[config.mk]
export PLATFORM = sky130hd
export DESIGN_NAME = bit_reduction_sequencer_flat
export DESIGN_NICKNAME = d
export VERILOG_FILES = /design/src/rtl/bit_reduction_sequencer_if.sv /design/src/rtl/bit_reduction_sequencer.sv /design/src/flat_wrapper.sv
export SDC_FILE = /design/constraint.sdc
export NUM_CORES = 1
export LEC_CHECK = 0
export CELL_PAD_IN_SITES_DETAIL_PLACEMENT = 0
export CELL_PAD_IN_SITES_GLOBAL_PLACEMENT = 1
export CORE_MARGIN = 5
export CORE_UTILIZATION = 31
export CTS_CLUSTER_DIAMETER = 50
export DETAILED_ROUTE_END_ITERATION = 10
export PLACE_DENSITY_LB_ADDON = 0.1
export SYNTH_ARGS = -nofsm -noshare
export SYNTH_HDL_FRONTEND = slang
export SYNTH_SLANG_ARGS = --single-unit
[constraint.sdc]
create_clock -name clock -period 8.1 [get_ports clock]
set_input_delay 0.81 -clock clock [delete_from_list [all_inputs] [get_ports clock]]
set_output_delay 0.81 -clock clock [all_outputs]
set_load 0.01 [all_outputs]
[src/rtl/bit_reduction_sequencer_if.sv]
`default_nettype none
// ============================================================================
// Module   : bit_reduction_sequencer_if
// Purpose  : Beat-input and result-output handshake bundle for the sequencer.
// Revision : 1.0
// ============================================================================
interface bit_reduction_sequencer_if #(
    parameter int WORD_WIDTH  = 32,
    parameter int COUNT_WIDTH = 16
) ();
    logic [2:0]             op_in;
    logic [WORD_WIDTH-1:0]  word_in;
    logic                   word_last;
    logic                   word_valid;
    logic                   word_ready;
    logic                   result_bit;
    logic [COUNT_WIDTH-1:0] result_count;
    logic                   result_error;
    logic                   result_valid;
    logic                   result_ready;
    logic                   busy;

    modport slave (
        input  op_in, word_in, word_last, word_valid, result_ready,
        output word_ready, result_bit, result_count, result_error,
               result_valid, busy
    );

    modport master (
        output op_in, word_in, word_last, word_valid, result_ready,
        input  word_ready, result_bit, result_count, result_error,
               result_valid, busy
    );
endinterface
`default_nettype wire

[src/rtl/bit_reduction_sequencer.sv]
`default_nettype none
// ============================================================================
// Module   : bit_reduction_sequencer
// Purpose  : Reduces every bit of a multi-beat message to one AND/OR/XOR
//            (optionally inverted) result bit, with a saturating beat count.
// Revision : 1.0
// ============================================================================
module bit_reduction_sequencer #(
    parameter int WORD_WIDTH  = 32,
    parameter int COUNT_WIDTH = 16
) (
    input  wire logic                  clock,
    input  wire logic                  reset_n,
    bit_reduction_sequencer_if.slave   bus
);

    typedef enum logic [1:0] {
        S_IDLE  = 2'd0,
        S_ACCUM = 2'd1,
        S_HOLD  = 2'd2
    } state_t;

    // op[2:1] selects the base operator; op[0] selects inversion
    localparam logic [1:0] c_base_and = 2'b00;
    localparam logic [1:0] c_base_or  = 2'b01;
    localparam logic [1:0] c_base_xor = 2'b10;
    localparam logic [COUNT_WIDTH-1:0] c_count_max = {COUNT_WIDTH{1'b1}};

    state_t                 state_q, state_d;
    logic [2:0]             op_q, op_d;
    logic                   acc_q, acc_d;
    logic [COUNT_WIDTH-1:0] count_q, count_d;
    logic                   res_bit_q, res_bit_d;
    logic [COUNT_WIDTH-1:0] res_count_q, res_count_d;
    logic                   res_err_q, res_err_d;

    logic       w_ready;
    logic       w_accept;
    logic [2:0] w_op;
    logic       w_beat;
    logic       w_merged;
    logic       w_illegal;

    assign w_ready  = (state_q != S_HOLD);
    assign w_accept = bus.word_valid & w_ready;

    // The first beat of a message uses op_in directly; later beats use the latched op
    assign w_op = (state_q == S_IDLE) ? bus.op_in : op_q;

    always_comb begin
        w_beat = ^bus.word_in;
        case (w_op[2:1])
            c_base_and: w_beat = &bus.word_in;
            c_base_or:  w_beat = |bus.word_in;
            c_base_xor: w_beat = ^bus.word_in;
            default:    w_beat = ^bus.word_in;
        endcase
    end

    always_comb begin
        w_merged = acc_q ^ w_beat;
        case (op_q[2:1])
            c_base_and: w_merged = acc_q & w_beat;
            c_base_or:  w_merged = acc_q | w_beat;
            c_base_xor: w_merged = acc_q ^ w_beat;
            default:    w_merged = acc_q ^ w_beat;
        endcase
    end

    always_comb begin
        state_d     = state_q;
        op_d        = op_q;
        acc_d       = acc_q;
        count_d     = count_q;
        res_bit_d   = res_bit_q;
        res_count_d = res_count_q;
        res_err_d   = res_err_q;
        w_illegal   = 1'b0;

        case (state_q)
            S_IDLE: begin
                if (w_accept) begin
                    op_d    = bus.op_in;
                    acc_d   = w_beat;
                    count_d = COUNT_WIDTH'(1);
                    state_d = bus.word_last ? S_HOLD : S_ACCUM;
                end
            end
            S_ACCUM: begin
                if (w_accept) begin
                    acc_d = w_merged;
                    if (count_q != c_count_max) begin
                        count_d = count_q + COUNT_WIDTH'(1);
                    end
                    if (bus.word_last) begin
                        state_d = S_HOLD;
                    end
                end
            end
            S_HOLD: begin
                if (bus.result_ready) begin
                    state_d = S_IDLE;
                end
            end
            default: begin
                state_d = S_IDLE;
            end
        endcase

        // Capture the result on the edge that accepts the last beat
        if (w_accept && bus.word_last) begin
            w_illegal   = op_d[2] & op_d[1];
            res_bit_d   = w_illegal ? 1'b0 : (acc_d ^ op_d[0]);
            res_count_d = count_d;
            res_err_d   = w_illegal;
        end
    end

    always_ff @(posedge clock or negedge reset_n) begin
        if (!reset_n) begin
            state_q     <= S_IDLE;
            op_q        <= 3'd0;
            acc_q       <= 1'b0;
            count_q     <= '0;
            res_bit_q   <= 1'b0;
            res_count_q <= '0;
            res_err_q   <= 1'b0;
        end else begin
            state_q     <= state_d;
            op_q        <= op_d;
            acc_q       <= acc_d;
            count_q     <= count_d;
            res_bit_q   <= res_bit_d;
            res_count_q <= res_count_d;
            res_err_q   <= res_err_d;
        end
    end

    assign bus.word_ready   = w_ready;
    assign bus.result_valid = (state_q == S_HOLD);
    assign bus.busy         = (state_q != S_IDLE);
    assign bus.result_bit   = res_bit_q;
    assign bus.result_count = res_count_q;
    assign bus.result_error = res_err_q;

endmodule
`default_nettype wire

[src/flat_wrapper.sv]
// flat-port wrapper written by rule: the top's interface ports become plain ports
module bit_reduction_sequencer_flat 
#(
    parameter int WORD_WIDTH  = 32,
    parameter int COUNT_WIDTH = 16
)
  (clock, reset_n, bus_op_in, bus_word_in, bus_word_last, bus_word_valid, bus_result_ready, bus_word_ready, bus_result_bit, bus_result_count, bus_result_error, bus_result_valid, bus_busy);
  bit_reduction_sequencer_if #(.WORD_WIDTH(WORD_WIDTH), .COUNT_WIDTH(COUNT_WIDTH)) bus_i ();
  input  wire logic clock;
  input  wire logic reset_n;
  input wire logic [$bits(bus_i.op_in)-1:0] bus_op_in;
  input wire logic [$bits(bus_i.word_in)-1:0] bus_word_in;
  input wire logic [$bits(bus_i.word_last)-1:0] bus_word_last;
  input wire logic [$bits(bus_i.word_valid)-1:0] bus_word_valid;
  input wire logic [$bits(bus_i.result_ready)-1:0] bus_result_ready;
  output wire logic [$bits(bus_i.word_ready)-1:0] bus_word_ready;
  output wire logic [$bits(bus_i.result_bit)-1:0] bus_result_bit;
  output wire logic [$bits(bus_i.result_count)-1:0] bus_result_count;
  output wire logic [$bits(bus_i.result_error)-1:0] bus_result_error;
  output wire logic [$bits(bus_i.result_valid)-1:0] bus_result_valid;
  output wire logic [$bits(bus_i.busy)-1:0] bus_busy;
  assign bus_i.op_in = bus_op_in;
  assign bus_i.word_in = bus_word_in;
  assign bus_i.word_last = bus_word_last;
  assign bus_i.word_valid = bus_word_valid;
  assign bus_i.result_ready = bus_result_ready;
  assign bus_word_ready = bus_i.word_ready;
  assign bus_result_bit = bus_i.result_bit;
  assign bus_result_count = bus_i.result_count;
  assign bus_result_error = bus_i.result_error;
  assign bus_result_valid = bus_i.result_valid;
  assign bus_busy = bus_i.busy;
  bit_reduction_sequencer #(.WORD_WIDTH(WORD_WIDTH), .COUNT_WIDTH(COUNT_WIDTH)) u_core (.clock(clock), .reset_n(reset_n), .bus(bus_i));
endmodule
# Yosys cells after proc, flatten, opt, wreduce, memory -nomap -nowiden
# Index checks and enable logic that the tools add are counted.
# totals
regBits	40
inputBits	40
output_inout_bits	21
wordCells	52
# op_classes
add_sub_neg	1
n_eq_ne	10
n_mux	19
bitwise_logic	6
reduce_logical	9
# op_table
operator	count
$mux W16	3
$pmux W16 S2	1
$reduce_and A32 Y1	1
$reduce_or A32 Y1	1
$reduce_xor A32 Y1	1
$add A16 B1 Y16 const B	1
$ne A16 B16 Y1 const B	1
$mux W2	5
$mux W3	3
$eq A2 B1 Y1 const B	3
$logic_not A2 Y1	3
$ne A2 B2 Y1 const B	3
$pmux W1 S2	3
$pmux W2 S3	1
$ne A2 B1 Y1 const B	2
$reduce_and A4 Y1	1
$and A1 B1 Y1	3
$mux W1	3
$eq A2 B2 Y1 const B	1
$reduce_bool A2 Y1	1
$xor A1 B1 Y1	2
$logic_and A1 B1 Y1	1
$or A1 B1 Y1	1

# Depth between registers and ports, before layout
# depth
depth_word	10
ltp_mapped	15
depth_no_buf	15

# Worst setup path before layout
# OpenSTA, ideal clock, no wires.
# synth_timing
path_type	in2reg
start	input port bus_word_in[8]
end	register u_core.res_bit_q (netlist: u_core.bus.result_bit)
setup_time_ps	87
arrival_time_ps	3234
required_ps	8013
setup_slack_ps	4779
path_stages	15
n_path_buf	0
path_cell_list	inv_1 ha_1 xor2_1 xnor2_1 xnor2_1 xnor2_1 mux2_2 inv_1 ha_1 nand2_1 o21ai_0 o21ai_0 o22ai_1 or4_1 o211ai_1
# synth_via
elab_chain_cells	8
elab_cells_between_ends	13
classes_between	mux (6); bitwise (4); reduce/logical (3)
# synth_lines
item	line_no	rtl
start, declared	flat_wrapper.sv:12	input wire logic [$bits(bus_i.word_in)-1:0] bus_word_in;
$reduce_xor A32 Y1 (tied with other cells)	-	
$pmux W1 S2 *	bit_reduction_sequencer.sv:52	case (w_op[2:1])
$xor A1 B1 Y1 (tied with other cells)	-	
$pmux W1 S2	bit_reduction_sequencer.sv:62	case (op_q[2:1])
$mux W1	bit_reduction_sequencer.sv:90	if (w_accept) begin
$pmux W1 S2 *	bit_reduction_sequencer.sv:80	case (state_q)
$xor A1 B1 Y1 *	bit_reduction_sequencer.sv:113	res_bit_d = w_illegal ? 1'b0 : (acc_d ^ op_d[0]);
$mux W1 *	bit_reduction_sequencer.sv:113	
end signal, assigned	bit_reduction_sequencer.sv:133	res_bit_q <= res_bit_d;
end, declared	bit_reduction_sequencer.sv:33	logic res_bit_q, res_bit_d;
# Every way passes the cells marked *; elsewhere a longest branch is shown, timed or not.
# A chain may end at the register's enable or synchronous reset.

# Worst setup path after layout
# layout_timing
start	input port bus_word_in[24]
end	register u_core.res_bit_q (netlist: u_core.bus.result_bit)
# Same word-level chain as after synthesis.

==> run summary <==
Outcome -> finished clean
Hold slack -> 0.493 ns
Leak Pwr -> 0.00173 uW
N_diodes -> 0
Warnings, synthesis -> 0
Wire per inst -> 13.7 um
FF-to-FF setup slack -> 5.02 ns
Number of hold buffers added after cts -> 0
Startpoint types -> input port
Final Net Count -> 431
Drt drc -> 0
Final ANT Viol Nets -> 0
Critical path type -> input port to flip-flop
Fraction of layout cells with a size suffix above 1 -> 9.52%
Clk sinks -> 40
Clk_lat worst skew -> 0.29 ns
Max-cap violations -> 0
Hold Crit Depth -> 1
CTS clk-pin slew, worst paths -> 0.08 ns
Clock tree buffer depth -> 2
Routed via count -> 2242
Grt ovf -> 0
Crit end category -> flip-flop
Worst Path Required -> 8.31 ns
Site Rows -> 34
Buffers on Ports -> 60
Reg2reg start -> u_core.state_q[0]
Syn_nets -> 369
Setup TNS -> 0 ns
RSZ-0062 raised after global routing -> no
Multi-input logic area -> 0.00162 mm2
Drt first pass iters -> 4
Min-delay worst type -> flip-flop to flip-flop
Slew Limit Fails -> 0
Hpwl dp -> 5030 um
Ys async rst share -> 100%
Slew HR -> 39.8%
Max frequency -> 0.266 GHz
Hold Startpoint -> u_core.bus.result_count[15]
Commonest non-fill, non-tap cell in the layout -> clkdlybuf4s50_1
Arr. time, crit path -> 3.96 ns
Avg Inst Size Synth -> 9.55 um2
First-pass GRT wire length -> 10700 um
Final Hold Fails -> 0
Fin crit share -> 46.3%
Maximum vdd ir drop -> 0.0590 mV
CP max FO -> 3
Die area -> 0.0111 mm2
Die W -> 105 um
Sequential cell area -> 0.00100 mm2
Clock skew -> 0.00443 ns
Reg2reg end -> u_core.bus.result_bit
PD cells -> 166 mW/mm2
Gpl congestion -> 0.828
Vias per cell -> 4.82
Fin area -> 0.00361 mm2
CTS tree -> done
Endpoints failing setup -> 0
Placed inst area -> 0.00351 mm2
TritonCTS Buffers -> 5
Initial antenna violation count -> 0
Layout area overhead -> 28.7%
Mapped Cells -> 294
DRT Wirelength -> 6350 um
CTS root buffer -> clkbuf_8
Core area -> 0.00876 mm2
Synth Flop Type -> dfrtp_1
Vert. Die Dim -> 105 um
Initial Utilization -> 32.0%
Slew @ Worst Pin -> 0.904 ns
H-tree levels -> 2
Commonest non-fill, non-tap cells in the layout -> clkdlybuf4s50_1 (59), inv_1 (40), dfrtp_1 (40)
DRT iter0 DRCs -> 73
Post-cts resize count -> 0
Minimum period implied by the final worst setup slack -> 3.75 ns
Register bit total from synthesis -> 40
Hold Path Sink -> u_core.bus.result_count[15]
Fill cells -> 911
Syn Std Cell Area -> 0.00281 mm2
Post-synth EDFFs -> 0
Postcts setup bufs -> 0
Library cells used by synthesis -> 46
Post-synthesis sequential area ratio -> 35.7%
Pwr Total -> 600 uW
GRT Total Usage -> 11.6%
Vias in the first global route -> 2231
Depth of the most critical reg-to-reg path -> 12
Largest net degree at the start of global routing -> 41
IO Pins -> 61
-- logic make-up (layout without fill, tap and decap cells) --
group / Yosys count / count (layout) / synth area share [%]
flops: 40 / 40 / 35.7
xor+xnor: 16 / 16 / 4.99
simple gates: 93 / 93 / 17.1
fa+ha+maj: 35 / 35 / 15.6
mux: 26 / 26 / 10.2
buf+inv: 46 / 109 / 6.46
compound gates: 38 / 38 / 10.0
-- worst max-delay path by stage --
stage,startpoint,endpoint,slack (ns)
floorplan,bus_word_in[8],u_core.bus.result_bit,4.78
global placement,bus_word_in[12],u_core.bus.result_bit,4.07
detailed placement,bus_word_in[24],u_core.bus.result_bit,4.02
CTS,bus_word_in[12],u_core.bus.result_bit,4.31
global route,bus_word_in[24],u_core.bus.result_bit,4.06
finish,bus_word_in[24],u_core.bus.result_bit,4.35
-- registers in the layout, indices dropped and copies added, names as in the netlist --
name and flops:
u_core.bus.result_bit 1, u_core.acc_q 1, u_core.bus.result_count 16, u_core.bus.result_error 1, u_core.count_q 16, u_core.op_q 3
u_core.state_q 2
-- layout make-up --
cell class	instances	area share (%)
clock buffer	6	2.29
sequential	40	27.7
multi-input combinational	208	45.0
timing repair buffer	61	16.7
clock inverter	2	0.416
inverter	40	4.16
tap	108	3.74
-- power breakdown --
group          internal, uW  total (uW)  switching [uW]
logic                   108         210             102
clock network          69.0         143            74.1
registers               222         247            25.5
total                   399         600             201
-- Yosys cell counts (all sizes together), types with 2 or more instances --
cell type	n	area, um2
nor2b	2	20.0
o22ai	3	18.8
nand2	40	153
a21oi	10	50.1
nand4	16	115
o211ai	4	45.1
mux2	14	165
nor3	6	41.3
o21ai	6	30.0
mux2i	12	120
nand3	5	25.0
buf	5	27.5
nor2	14	52.6
xnor2	14	123
ha	35	438
nand2b	2	12.5
dfrtp	40	1000
o31ai	5	47.5
or4	3	22.5
xor2	2	17.5
inv	40	150
-- through the flow --
step	setup WS, ns	cells	util [%]
after floorplan	4.78	294	-
after global placement	4.07	457	40.1
after detailed placement	4.02	457	40.1
after CTS	4.31	465	41.2
after global routing	4.06	465	41.2
final	4.35	465	41.2
-- critical path: stages --
cell             delay, ns
clkdlybuf4s50_1       0.48
inv_1                 0.05
ha_1                  0.29
xnor2_1               0.20
xnor2_1               0.12
xnor2_1               0.29
xnor2_1               0.15
mux2_2                0.17
inv_1                 0.04
ha_1                  0.16
nand2_1               0.05
o21ai_0               0.06
o21ai_0               0.22
o22ai_1               0.15
or4_1                 0.53
o211ai_1              0.17
-- per-layer routing --
| layer | GRT usage, % | share of wire [%] | vias up | wire length (um) |
|---|---|---|---|---|
| met4 | 3.65 | 0.93 | 0 | 59 |
| met5 | 0 | 0 | - | 0 |
| li1 | - | - | 1125 | - |
| met1 | 14.8 | 45 | 1048 | 2840 |
| met3 | 3.27 | 7.0 | 4 | 446 |
| met2 | 18.9 | 47 | 65 | 3000 |
No activity file was read; power rests on OpenSTA's default activity.
